`src/rtl/cp0_pkg.sv`:
```
// cp0_pkg: ExcCodes, CP0 register indices, mem_exc bit positions and FSM states
package cp0_pkg;
  localparam logic [4:0] EXC_INT = 5'd0, EXC_ADEL = 5'd4, EXC_ADES = 5'd5, EXC_SYS = 5'd8;
  localparam logic [4:0] EXC_BP = 5'd9, EXC_RI = 5'd10, EXC_OV = 5'd12;
  localparam int CP0_BADVADDR = 8, CP0_COMPARE = 11, CP0_STATUS = 12, CP0_CAUSE = 13, CP0_EPC = 14;
  localparam int EB_ADEL_IF = 0, EB_RI = 1, EB_OV = 2, EB_SYS = 3, EB_BP = 4, EB_ADEL_LD = 5, EB_ADES = 6;
  typedef enum logic [1:0] {S_IDLE = 2'd0, S_COMMIT = 2'd1, S_DRAIN = 2'd2} state_t;
endpackage

```
`src/rtl/exc_int_sync.sv`:
```
// exc_int_sync: two-flop synchroniser for the six hardware interrupt lines
module exc_int_sync (
  input  logic       clk,
  input  logic       rst,
  input  logic [5:0] ext_int,
  output logic [5:0] ext_int_s
);
  logic [5:0] meta;
  always_ff @(posedge clk)
    if (rst) {ext_int_s, meta} <= '0;
    else {ext_int_s, meta} <= {meta, ext_int};
endmodule

```
`src/rtl/cp0_exc_ctrl.sv`:
```
// cp0_exc_ctrl: exception/interrupt arbitration and CP0 commit; TIMER_INT_EN adds Compare and the IP7 timer
module cp0_exc_ctrl
  import cp0_pkg::*;
#(
  parameter int              WIDTH      = 32,
  parameter logic [WIDTH-1:0] EXC_VECTOR = 32'hBFC00380
) (
  input  logic             clk,
  input  logic             rst,
  input  logic [5:0]       ext_int,
  input  logic             mem_valid,
  input  logic [WIDTH-1:0] mem_pc,
  input  logic             mem_in_ds,
  input  logic [6:0]       mem_exc,
  input  logic [WIDTH-1:0] mem_badaddr,
  input  logic             mem_eret,
  input  logic [WIDTH-1:0] status_in,
  input  logic [WIDTH-1:0] cause_in,
  input  logic [WIDTH-1:0] epc_in,
  input  logic [WIDTH-1:0] count_in,
  input  logic             compare_we,
  input  logic [WIDTH-1:0] compare_wdata,
  output logic [WIDTH-1:0] cp0_we,
  output logic [4:0]       exc_code,
  output logic [WIDTH-1:0] epc_out,
  output logic [WIDTH-1:0] badvaddr_out,
  output logic             exl_out,
  output logic             bd_out,
  output logic [5:0]       hw_int_out,
  output logic [WIDTH-1:0] compare_data,
  output logic             flush,
  output logic             redirect_valid,
  output logic [WIDTH-1:0] redirect_pc
);
  state_t state;
  logic [5:0] ext_int_s;
  logic [6:0] flags;
  logic [4:0] code;
  logic [WIDTH-1:0] we;
  logic timer_int, intr, exc, take, addr;
  exc_int_sync u_sync (.clk(clk), .rst(rst), .ext_int(ext_int), .ext_int_s(ext_int_s));
`ifdef TIMER_INT_EN
  logic unused;
  assign unused = ^{status_in[WIDTH-1:16], status_in[7:2], cause_in[WIDTH-1:10], cause_in[7:0]};
  always_ff @(posedge clk)
    if (rst) begin
      compare_data <= '0;
      timer_int <= 1'b0;
    end else if (compare_we) begin
      compare_data <= compare_wdata;
      timer_int <= 1'b0;
    end else if (compare_data != '0 && count_in == compare_data) timer_int <= 1'b1;
`else
  logic unused;
  assign unused = ^{status_in[WIDTH-1:16], status_in[7:2], cause_in[WIDTH-1:10], cause_in[7:0],
                    compare_we, compare_wdata, count_in};
  assign compare_data = '0;
  assign timer_int = 1'b0;
`endif
  assign hw_int_out = {ext_int_s[5] | timer_int, ext_int_s[4:0]};
  always_comb begin
    flags = mem_valid ? mem_exc : '0;
    intr = mem_valid & status_in[0] & ~status_in[1] & (|({hw_int_out, cause_in[9:8]} & status_in[15:8]));
    exc = intr | (|flags);
    take = (state == S_IDLE) & (exc | (mem_valid & mem_eret));
    // BadVAddr is written only when an address error is the winning cause
    addr = ~intr & (flags[EB_ADEL_IF] | (~|flags[EB_BP:EB_RI] & (flags[EB_ADEL_LD] | flags[EB_ADES])));
    code = intr ? EXC_INT : flags[EB_ADEL_IF] ? EXC_ADEL : flags[EB_RI] ? EXC_RI : flags[EB_OV] ? EXC_OV :
           flags[EB_SYS] ? EXC_SYS : flags[EB_BP] ? EXC_BP : flags[EB_ADEL_LD] ? EXC_ADEL : EXC_ADES;
    we = '0;
    we[CP0_STATUS] = 1'b1;
    we[CP0_CAUSE] = exc;
    we[CP0_EPC] = exc;
    we[CP0_BADVADDR] = addr;
  end
  always_ff @(posedge clk)
    if (rst || !take) begin
      cp0_we <= '0;
      exc_code <= '0;
      epc_out <= '0;
      badvaddr_out <= '0;
      exl_out <= 1'b0;
      bd_out <= 1'b0;
      flush <= 1'b0;
      redirect_valid <= 1'b0;
      redirect_pc <= '0;
    end else begin
      cp0_we <= we;
      exc_code <= exc ? code : EXC_INT;
      epc_out <= exc ? (mem_in_ds ? mem_pc - WIDTH'(4) : mem_pc) : '0;
      badvaddr_out <= !addr ? '0 : flags[EB_ADEL_IF] ? mem_pc : mem_badaddr;
      exl_out <= exc;
      bd_out <= exc & mem_in_ds;
      flush <= 1'b1;
      redirect_valid <= 1'b1;
      redirect_pc <= exc ? EXC_VECTOR : epc_in;
    end
  always_ff @(posedge clk)
    if (rst) state <= S_IDLE;
    else state <= take ? S_COMMIT : state == S_COMMIT ? S_DRAIN : S_IDLE;
endmodule

```
`config.mk`:
```
export PLATFORM = sky130hd
export DESIGN_NAME = cp0_exc_ctrl
export DESIGN_NICKNAME = d
export VERILOG_FILES = /design/src/rtl/cp0_pkg.sv /design/src/rtl/exc_int_sync.sv /design/src/rtl/cp0_exc_ctrl.sv
export SDC_FILE = /design/constraint.sdc
export NUM_CORES = 1
export LEC_CHECK = 0
export BUFFER_PORTS_ARGS = -buffer_cell sky130_fd_sc_hd__buf_2
export CORE_AREA = 4 4 159 161
export CTS_CLUSTER_DIAMETER = 50
export CTS_CLUSTER_SIZE = 16
export DETAILED_ROUTE_END_ITERATION = 12
export DIE_AREA = 0 0 163 165
export GPL_TIMING_DRIVEN = 0
export PLACE_DENSITY_LB_ADDON = 0.3
export SLEW_MARGIN = 30
export SYNTH_ARGS = -nofsm -noshare
export SYNTH_HDL_FRONTEND = slang
export SYNTH_SLANG_ARGS = --single-unit
```
`constraint.sdc`:
```
create_clock -name clk -period 4.1 [get_ports clk]
set_clock_uncertainty 0.05 [all_clocks]
set_input_delay 0.41 -clock clk [delete_from_list [all_inputs] [get_ports clk]]
set_output_delay 0.41 -clock clk [all_outputs]
set_load 0.01 [all_outputs]
```
* Yosys cells after proc, flatten, opt, wreduce, memory -nomap -nowiden
Cells that the tools add are included.
Storage, ports and cells: register bits after elaboration 149, input bits 243, output and inout bits 175, word-level logic and storage cells 65
Operators by class: add/subtract/negate cells 1, equal/unequal tests 1, mux-type cells 14, bitwise gates (word level) 17, reduce and logical (&&, ||, !) cells 15
Operators with widths (number):
- two-way mux 32 bit | 3
- subtractor 32 x 3 -> 32 bit, second input constant | 1
- two-way mux 4 bit | 4
- OR reduction 8 bit | 2
- OR reduction 7 bit | 2
- two-way mux 13 bit | 1
- bitwise AND 1 bit | 8
- bitwise AND 8 bit | 1
- OR reduction 2 bit | 4
- OR reduction 4 bit | 2
- two-way mux 7 bit | 1
- NOT 1 bit | 4
- OR 1 bit | 4
- two-way mux 1 bit | 3
- two-way mux 3 bit | 1
- OR reduction 3 bit | 1
- == test 2 x 1 -> 1 bit, second input constant | 1
- logical NOT 1 bit | 2
- logical NOT 2 bit | 1
- two-way mux 2 bit | 1
- logical OR 1 bit | 1

* Depth between registers and ports, before layout
Gate-level depths: netlist of run 1.
word-level depth 9, mapped depth 7, depth with buffers taken out 7

* Modules after synthesis
Synthesis of run 1 repeated with hierarchy kept, for this count alone.
Second synthesis, totals: cell total of the unflattened synthesis 514, area, all modules 4738.3 um^2
Modules (own cells, without submodules):
- cp0_exc_ctrl | times used 1, cells each 489, area each 4371.7 um^2, sequential area each 2122.0 um^2
- exc_int_sync | times used 1, cells each 25, area each 366.6 um^2, sequential area each 240.2 um^2

* Worst setup path before layout of run 1
Ideal clock, no wire load.
path kind input to register, start point input port mem_pc[8], end point register epc_out[12], setup time 0.128 ns, arrival time 1.909 ns, data required time 3.922 ns, slack 2.014 ns, cell stages on the path 6, path buffers 1, cell sequence or4_1 > buf_2 > or2_1 > or4_1 > xor2_1 > nor2_1
On the way: cells in the longest elaborated chain, start to end 2
RTL lines:
- start, declared | RTL line cp0_exc_ctrl.sv:12 | input logic [WIDTH-1:0] mem_pc,
- subtractor 32 x 3 -> 32 bit | RTL line cp0_exc_ctrl.sv:90 | epc_out <= exc ? (mem_in_ds ? mem_pc - WIDTH'(4) : mem_pc) : '0;
- two-way mux 32 bit | RTL line cp0_exc_ctrl.sv:90
- end signal, assigned | RTL line cp0_exc_ctrl.sv:90
- end, declared | RTL line cp0_exc_ctrl.sv:25 | output logic [WIDTH-1:0] epc_out,
No other way between the ends. A chain may end at the register's enable or synchronous reset.

* Final worst setup path of run 1
start point input port mem_valid, end point register badvaddr_out[22]
On the way: cells in the longest elaborated chain, start to end 9, elaborated cells between the ends (all ways) 21, classes of those cells 2 x mux; 13 x bitwise; 6 x reduce/logical
RTL lines:
- start, declared | RTL line cp0_exc_ctrl.sv:11 | input logic mem_valid,
- bitwise AND 1 bit (3 in a row) | RTL line cp0_exc_ctrl.sv:63 | intr = mem_valid & status_in[0] & ~status_in[1] & (|({hw_int_out, cause_in[9:8]} & status_in[15:8]));
- OR 1 bit | RTL line cp0_exc_ctrl.sv:64 | exc = intr | (|flags);
- OR 1 bit | RTL line cp0_exc_ctrl.sv:65 | take = (state == S_IDLE) & (exc | (mem_valid & mem_eret));
- bitwise AND 1 bit | RTL line cp0_exc_ctrl.sv:65
- logical NOT 1 bit | RTL line cp0_exc_ctrl.sv:77 | if (rst || !take) begin
- logical OR 1 bit | RTL line cp0_exc_ctrl.sv:77
- OR reduction 2 bit (no source line)
- end signal, assigned | RTL line cp0_exc_ctrl.sv:91 | badvaddr_out <= !addr ? '0 : flags[EB_ADEL_IF] ? mem_pc : mem_badaddr;
- end, declared | RTL line cp0_exc_ctrl.sv:26 | output logic [WIDTH-1:0] badvaddr_out,
Parallel ways exist; a longest one is shown, timed or not.

==> results of run 1 <==
-- state kept, by name (all words and copies together) (netlist names) --
signal / flops
epc_out: 32
redirect_pc: 32
cp0_we: 3
state: 2
u_sync.meta: 6
badvaddr_out: 32
exc_code: 4
bd_out: 1
u_sync.ext_int_s: 6
-- per-stage QoR --
step | setup slack, ps | instances | util | cell area [µm²]
CTS | 1790 | 1169 | 0.295 | 7060
finish | 1870 | 1171 | 0.295 | 7070
detailed placement | 1350 | 1137 | 0.268 | 6430
floorplan | 2010 | 575 | - | 4840
global placement | 1320 | 1137 | 0.268 | 6430
global route | 1570 | 1170 | 0.295 | 7070
-- metal layers --
layer	up-vias	GRT usage	share of wire
met5	-	0	0.0041
met4	8	0.0427	0.016
met3	22	0.0387	0.081
met2	188	0.188	0.45
met1	1862	0.152	0.45
li1	2184	-	-
-- cells in the final DEF, fill, tap and decap left out, drive strengths merged, types with 2 or more instances in the layout --
cell and n:
a21oi 51, a22oi 4, and2 25, buf 305
bufinv 4, clkbuf 38, clkinv 5, clkinvlp 4
conb 61, dfxtp 118, diode 2, inv 8
nand2 87, nand2b 2, nand3 4, nand3b 2
nand4 4, nor2 41, nor2b 13, nor3 8
nor3b 3, nor4 6, nor4b 3, o41ai 2
or3 5, or4 3, xnor2 14, xor2 13
-- power by group --
group / switching [W] / internal, W
clock: 0.000580 / 0.00102
combinational: 0.000220 / 0.000172
sequential: 0.0000153 / 0.00121
-- final cells by class --
class,instances,area [µm²],area share
Inverter,6,22.5,0.00319
Sequential cell,118,2360,0.334
Antenna cell,2,5.00,0.000708
Tap cell,324,405,0.0574
Timing Repair Buffer,238,1190,0.169
Clock inverter,15,204,0.0289
Clock buffer,17,425,0.0602
Buffer,88,577,0.0816
Multi-Input combinational cell,363,1880,0.265
-- path summary, 6_finish.rpt --
kind                                     start                  end  slack [ps]
worst min register to register  u_sync.meta[1]  u_sync.ext_int_s[1]         390
worst max register to register        state[0]     badvaddr_out[11]        1890
worst max-delay path                 mem_valid     badvaddr_out[22]        1870
worst min-delay path                 epc_in[2]       redirect_pc[2]         150
-- cell families after synthesis --
family | count (synthesis) | share of synthesized area
DFF | 118 | 0.512
buffers and inverters | 94 | 0.130
AOI/OAI and AO/OA | 64 | 0.0779
xor gates and xnor gates | 27 | 0.0513
adders and majority gates | 1 | 0.00271
other | 1 | 0.000813
and+or+nand+nor | 210 | 0.225
==> impl_metrics.ini, run 1 <==
[status]
outcome = finished clean

[yosys]
synth_top_area_share = 0.512
synth_seq_cells = 118
synth.area.top_cells = dfxtp_1, buf_4, nand2_1
synth_ff_type = dfxtp_1
ys_warn_count = 0
synth_area_leader_cell = dfxtp_1
syn_area_mm2 = 0.00461
ys_seq_area_frac = 0.512
synth_cell_types = 43
async_flop_share = 0
synth_most_common_cell = dfxtp_1
netlist_instances = 515
synth_common_cells = dfxtp_1, nand2_1, buf_4
avgSynthCellArea_um2 = 8.96
synth_edf_count = 0

[critical_path]
worstPathRequired_ps = 4310
worstPathMaxFanout = 10
cp.arrival_ps = 2440
crit_path_top_delay_cell = o211ai_1
crit_buf_inv = 3
worst-setup-path-type = in2reg
path_delay_family = buffers and inverters
crit_path_end_kind = flop
crit_chain = buf_2 -> clkbuf_1 -> o41ai_2 -> o21a_1 -> o211ai_1 -> clkbuf_1 -> a21oi_1
reg2reg_depth = 6
crit_path_start_kind = primary input
cpMostUsedCell = clkbuf_1
crit_cells = 7
cp_slowest_stage_delay_ps = 540

[route]
vias = 4264
drt-vias-per-instance = 3.64
routedWlPerCell_um = 14.1
drt_iter0_drc = 197
totalWireLength_um = 16500
postRouteAntennaNets = 0
remaining_drc_errors = 0
dr.pass1.iters = 4

[die]
die_y_um = 165
io_pins = 418
start_util = 0.192
dieArea_mm2 = 0.0269
rows = 57
chipWidth_um = 163
fp.coreArea_mm2 = 0.0240

[sta]
worstMarginPinSlew_ps = 748
timing.fmax_mhz = 448
fin_crit_sh = 0.545
slew_viol_final = 0
whs_ps = 150
slew_headroom = 0.497
fin_setup_tns_ps = 0
setup-violations-final = 0
final_hold_viol_count = 0
fin_crit_ps = 2230
rsz0062_at_grt = no

[flow_run]
maxCapViolations = 0

[clocking]
cts_root_buffer = clkbuf_16
htree_levels = 4
cts_buffers = 17
cts_hold_buffers = 0
path_clk_slew_ps = 60
clk_latency_ps = 410
cts_tree = built
ctsLongestPathBuffers = 2
cts_resized = 0
cts.sinks = 118
post_cts_buffers = 0

[layout]
drive_gt1_frac = 0.409
fillers = 2657
nNetsFinal = 1076
syn2layout_area_growth_pct = 53.3

[grt]
grt.total_usage = 0.119
grt_pass1_vias = 4378
grt_start_max_net_pins = 17
grt_first_pass_wirelength_um = 24000
grt_overflow = 0
grt_antenna_before_repair = 5

[placed_design]
io_buffers = 238
routabilityCongestion = 0.730
dpl.hpwl_um = 13200

[hold_path]
hold_depth = 2
min_path_type = in2reg

[pwr]
ir_worst_vdd_uv = 199
leakage_nw = 3.52
powerDensity_mw_per_mm2 = 455
p_total_w = 0.00321
Note: power is estimated with default switching activity, not from simulation.
==> inputs of run 2 (changes only) <==
--- a/config.mk
+++ b/config.mk
@@ -5,12 +5,13 @@
 export SDC_FILE = /design/constraint.sdc
 export NUM_CORES = 1
 export LEC_CHECK = 0
+export ABC_AREA = 1
 export BUFFER_PORTS_ARGS = -buffer_cell sky130_fd_sc_hd__buf_2
-export CORE_AREA = 4 4 159 161
+export CORE_AREA = 4 4 162 164
 export CTS_CLUSTER_DIAMETER = 50
 export CTS_CLUSTER_SIZE = 16
 export DETAILED_ROUTE_END_ITERATION = 12
-export DIE_AREA = 0 0 163 165
+export DIE_AREA = 0 0 166 168
 export GPL_TIMING_DRIVEN = 0
 export PLACE_DENSITY_LB_ADDON = 0.3
 export SLEW_MARGIN = 30
==> constraint.sdc (replaced) <==
create_clock -name clk -period 2 [get_ports clk]
set_clock_uncertainty 0.05 [all_clocks]
set_input_delay 0.2 -clock clk [delete_from_list [all_inputs] [get_ports clk]]
set_output_delay 0.2 -clock clk [all_outputs]
set_load 0.01 [all_outputs]
==> impl_metrics.ini, run 2 <==
[status]
outcome = finished clean

[grt]
grt_start_max_net_pins = 17
grt_pass1_vias = 5444
grt.total_usage = 0.135
grt_first_pass_wirelength_um = 29300
grt_overflow = 0
grt_antenna_before_repair = 13

[route]
dr.pass1.iters = 4
vias = 5181
postRouteAntennaNets = 0
totalWireLength_um = 18600
drt-vias-per-instance = 3.70
drt_iter0_drc = 178
routedWlPerCell_um = 13.3
remaining_drc_errors = 0

[clocking]
ctsLongestPathBuffers = 2
cts_root_buffer = clkbuf_16
cts_tree = built
cts_buffers = 17
htree_levels = 4
clk_latency_ps = 410
cts.sinks = 118
path_clk_slew_ps = 60
post_cts_buffers = 0

[yosys]
synth.area.top_cells = dfxtp_1, buf_4, nor2_1
avgSynthCellArea_um2 = 7.49
synth_common_cells = nor2_1, dfxtp_1, inv_1
netlist_instances = 690
syn_area_mm2 = 0.00517
synth_most_common_cell = nor2_1
synth_seq_cells = 118
synth_area_leader_cell = dfxtp_1
synth_edf_count = 0
synth_ff_type = dfxtp_1
synth_top_area_share = 0.457
ys_warn_count = 0
async_flop_share = 0
ys_seq_area_frac = 0.457
synth_cell_types = 33

[placed_design]
io_buffers = 239
dpl.hpwl_um = 15000
routabilityCongestion = 0.857
dpl_worst_slack_ps = 27.7
dpl_cell_area_mm2 = 0.00700

[critical_path]
crit_path_end_kind = flop
cp.arrival_ps = 2030
r2r_end = epc_out[18]
worstPathMaxFanout = 10
r2r_slack_ps = 390
crit_path_start_kind = primary input
reg2reg_depth = 9
r2r_start = u_sync.ext_int_s[3]
worst-setup-path-type = in2reg
worstPathRequired_ps = 2250

[die]
start_util = 0.208
dieArea_mm2 = 0.0279
io_pins = 418
rows = 58
fp.coreArea_mm2 = 0.0249
die_y_um = 168
chipWidth_um = 166

[sta]
final_hold_viol_count = 0
rsz0062_at_grt = no
timing.fmax_mhz = 562
slew_viol_final = 0
fin_crit_ps = 1780
whs_ps = 24.4
slew_headroom = 0.633
setup-violations-final = 0
setup_ws_ps = 220
worstMarginPinSlew_ps = 551
fin_setup_tns_ps = 0
fin_crit_sh = 0.890

[hold_path]
hold_start = epc_in[20]
hold_depth = 3
min_path_type = in2reg
worstHoldEndpoint = redirect_pc[20]

[layout]
post-route-cell-area_mm2 = 0.00813
largestRegisters = badvaddr_out (32), epc_out (32), redirect_pc (32)
syn2layout_area_growth_pct = 57.2
drive_gt1_frac = 0.372
nNetsFinal = 1296
layout_commonest_cell = buf_2
final_cell_mix = buf_2, nor2_1, inv_1, dfxtp_1, nand2_1

[pwr]
ir_worst_vdd_uv = 534
p_total_w = 0.00698
powerDensity_mw_per_mm2 = 859
leakage_nw = 4.51

[flow_run]
maxCapViolations = 0
[run 2: cell types whose count changed after synthesis, sizes merged, moves of 17 or more]
cell	change
inv	+113
nor2	+122
clkbuf	-17
and2	-24
o21ai	+42
a21oi	-42
[run 2: power breakdown]
group / switching, W / internal, W
Sequential: 0.0000360 / 0.00248
Combinational: 0.000566 / 0.000446
Clock: 0.00116 / 0.00230
[run 2: per-stage QoR]
step / instances / util
6_report: 1399 / 0.326
3_3_place_gp: 1319 / 0.281
4_1_cts: 1395 / 0.326
2_1_floorplan: 750 / -
3_5_place_dp: 1319 / 0.281
5_1_grt: 1398 / 0.326
[run 2: layer usage]
layer	track usage	wire length (µm)	vias up
met5	0	95	-
met3	0.0686	1990	44
met2	0.229	8720	230
met1	0.143	7410	2206
li1	-	-	2683
met4	0.0538	435	18
[run 2: logic make-up after synthesis]
kind of cell	count (synthesis)	share of synthesized area
flops	118	0.457
mux	2	0.00436
simple gates	306	0.270
compound gates	54	0.0530
other cells	1	0.000726
buf+inv	201	0.201
fa+ha+maj	1	0.00242
xor+xnor	7	0.0119
[run 2: worst max path at each step]
stage          slack (ps)       start  cells past startpoint     endpoint
2_1_floorplan         640   mem_pc[2]                     11  epc_out[28]
3_3_place_gp           50   mem_pc[3]                     12  epc_out[30]
3_5_place_dp           30   mem_pc[3]                     12  epc_out[30]
4_1_cts               130  mem_exc[1]                      9  epc_out[18]
5_1_grt                60  mem_exc[1]                      9  epc_out[18]
6_report              220  mem_exc[1]                      9  epc_out[18]
[run 2: cell type report]
cell class	instances	area, µm²
timing repair buffer	283	1640
fill	2654	16800
multi-input combinational	431	1990
buffer	82	591
inverter	119	449
clock inverter	13	218
clock buffer	19	453
sequential	118	2360
tap	330	413
antenna	4	10.0
[run 2: worst max-delay path: stages]
cell	delay, ps
dlygate4sd3_1	550
buf_2	130
o21ai_1	170
nand2_1	150
nor2_4	170
nand2_4	100
nand2_4	180
clkbuf_4	280
nor2_1	80
[run 2: repair_timing]
item | in CTS | in global routing
endpoints found under the hold margin | 44 | 0
hold buffers | 44 | 0
gates resized for setup | 0 | 1
endpoints found under the setup margin | 0 | 1
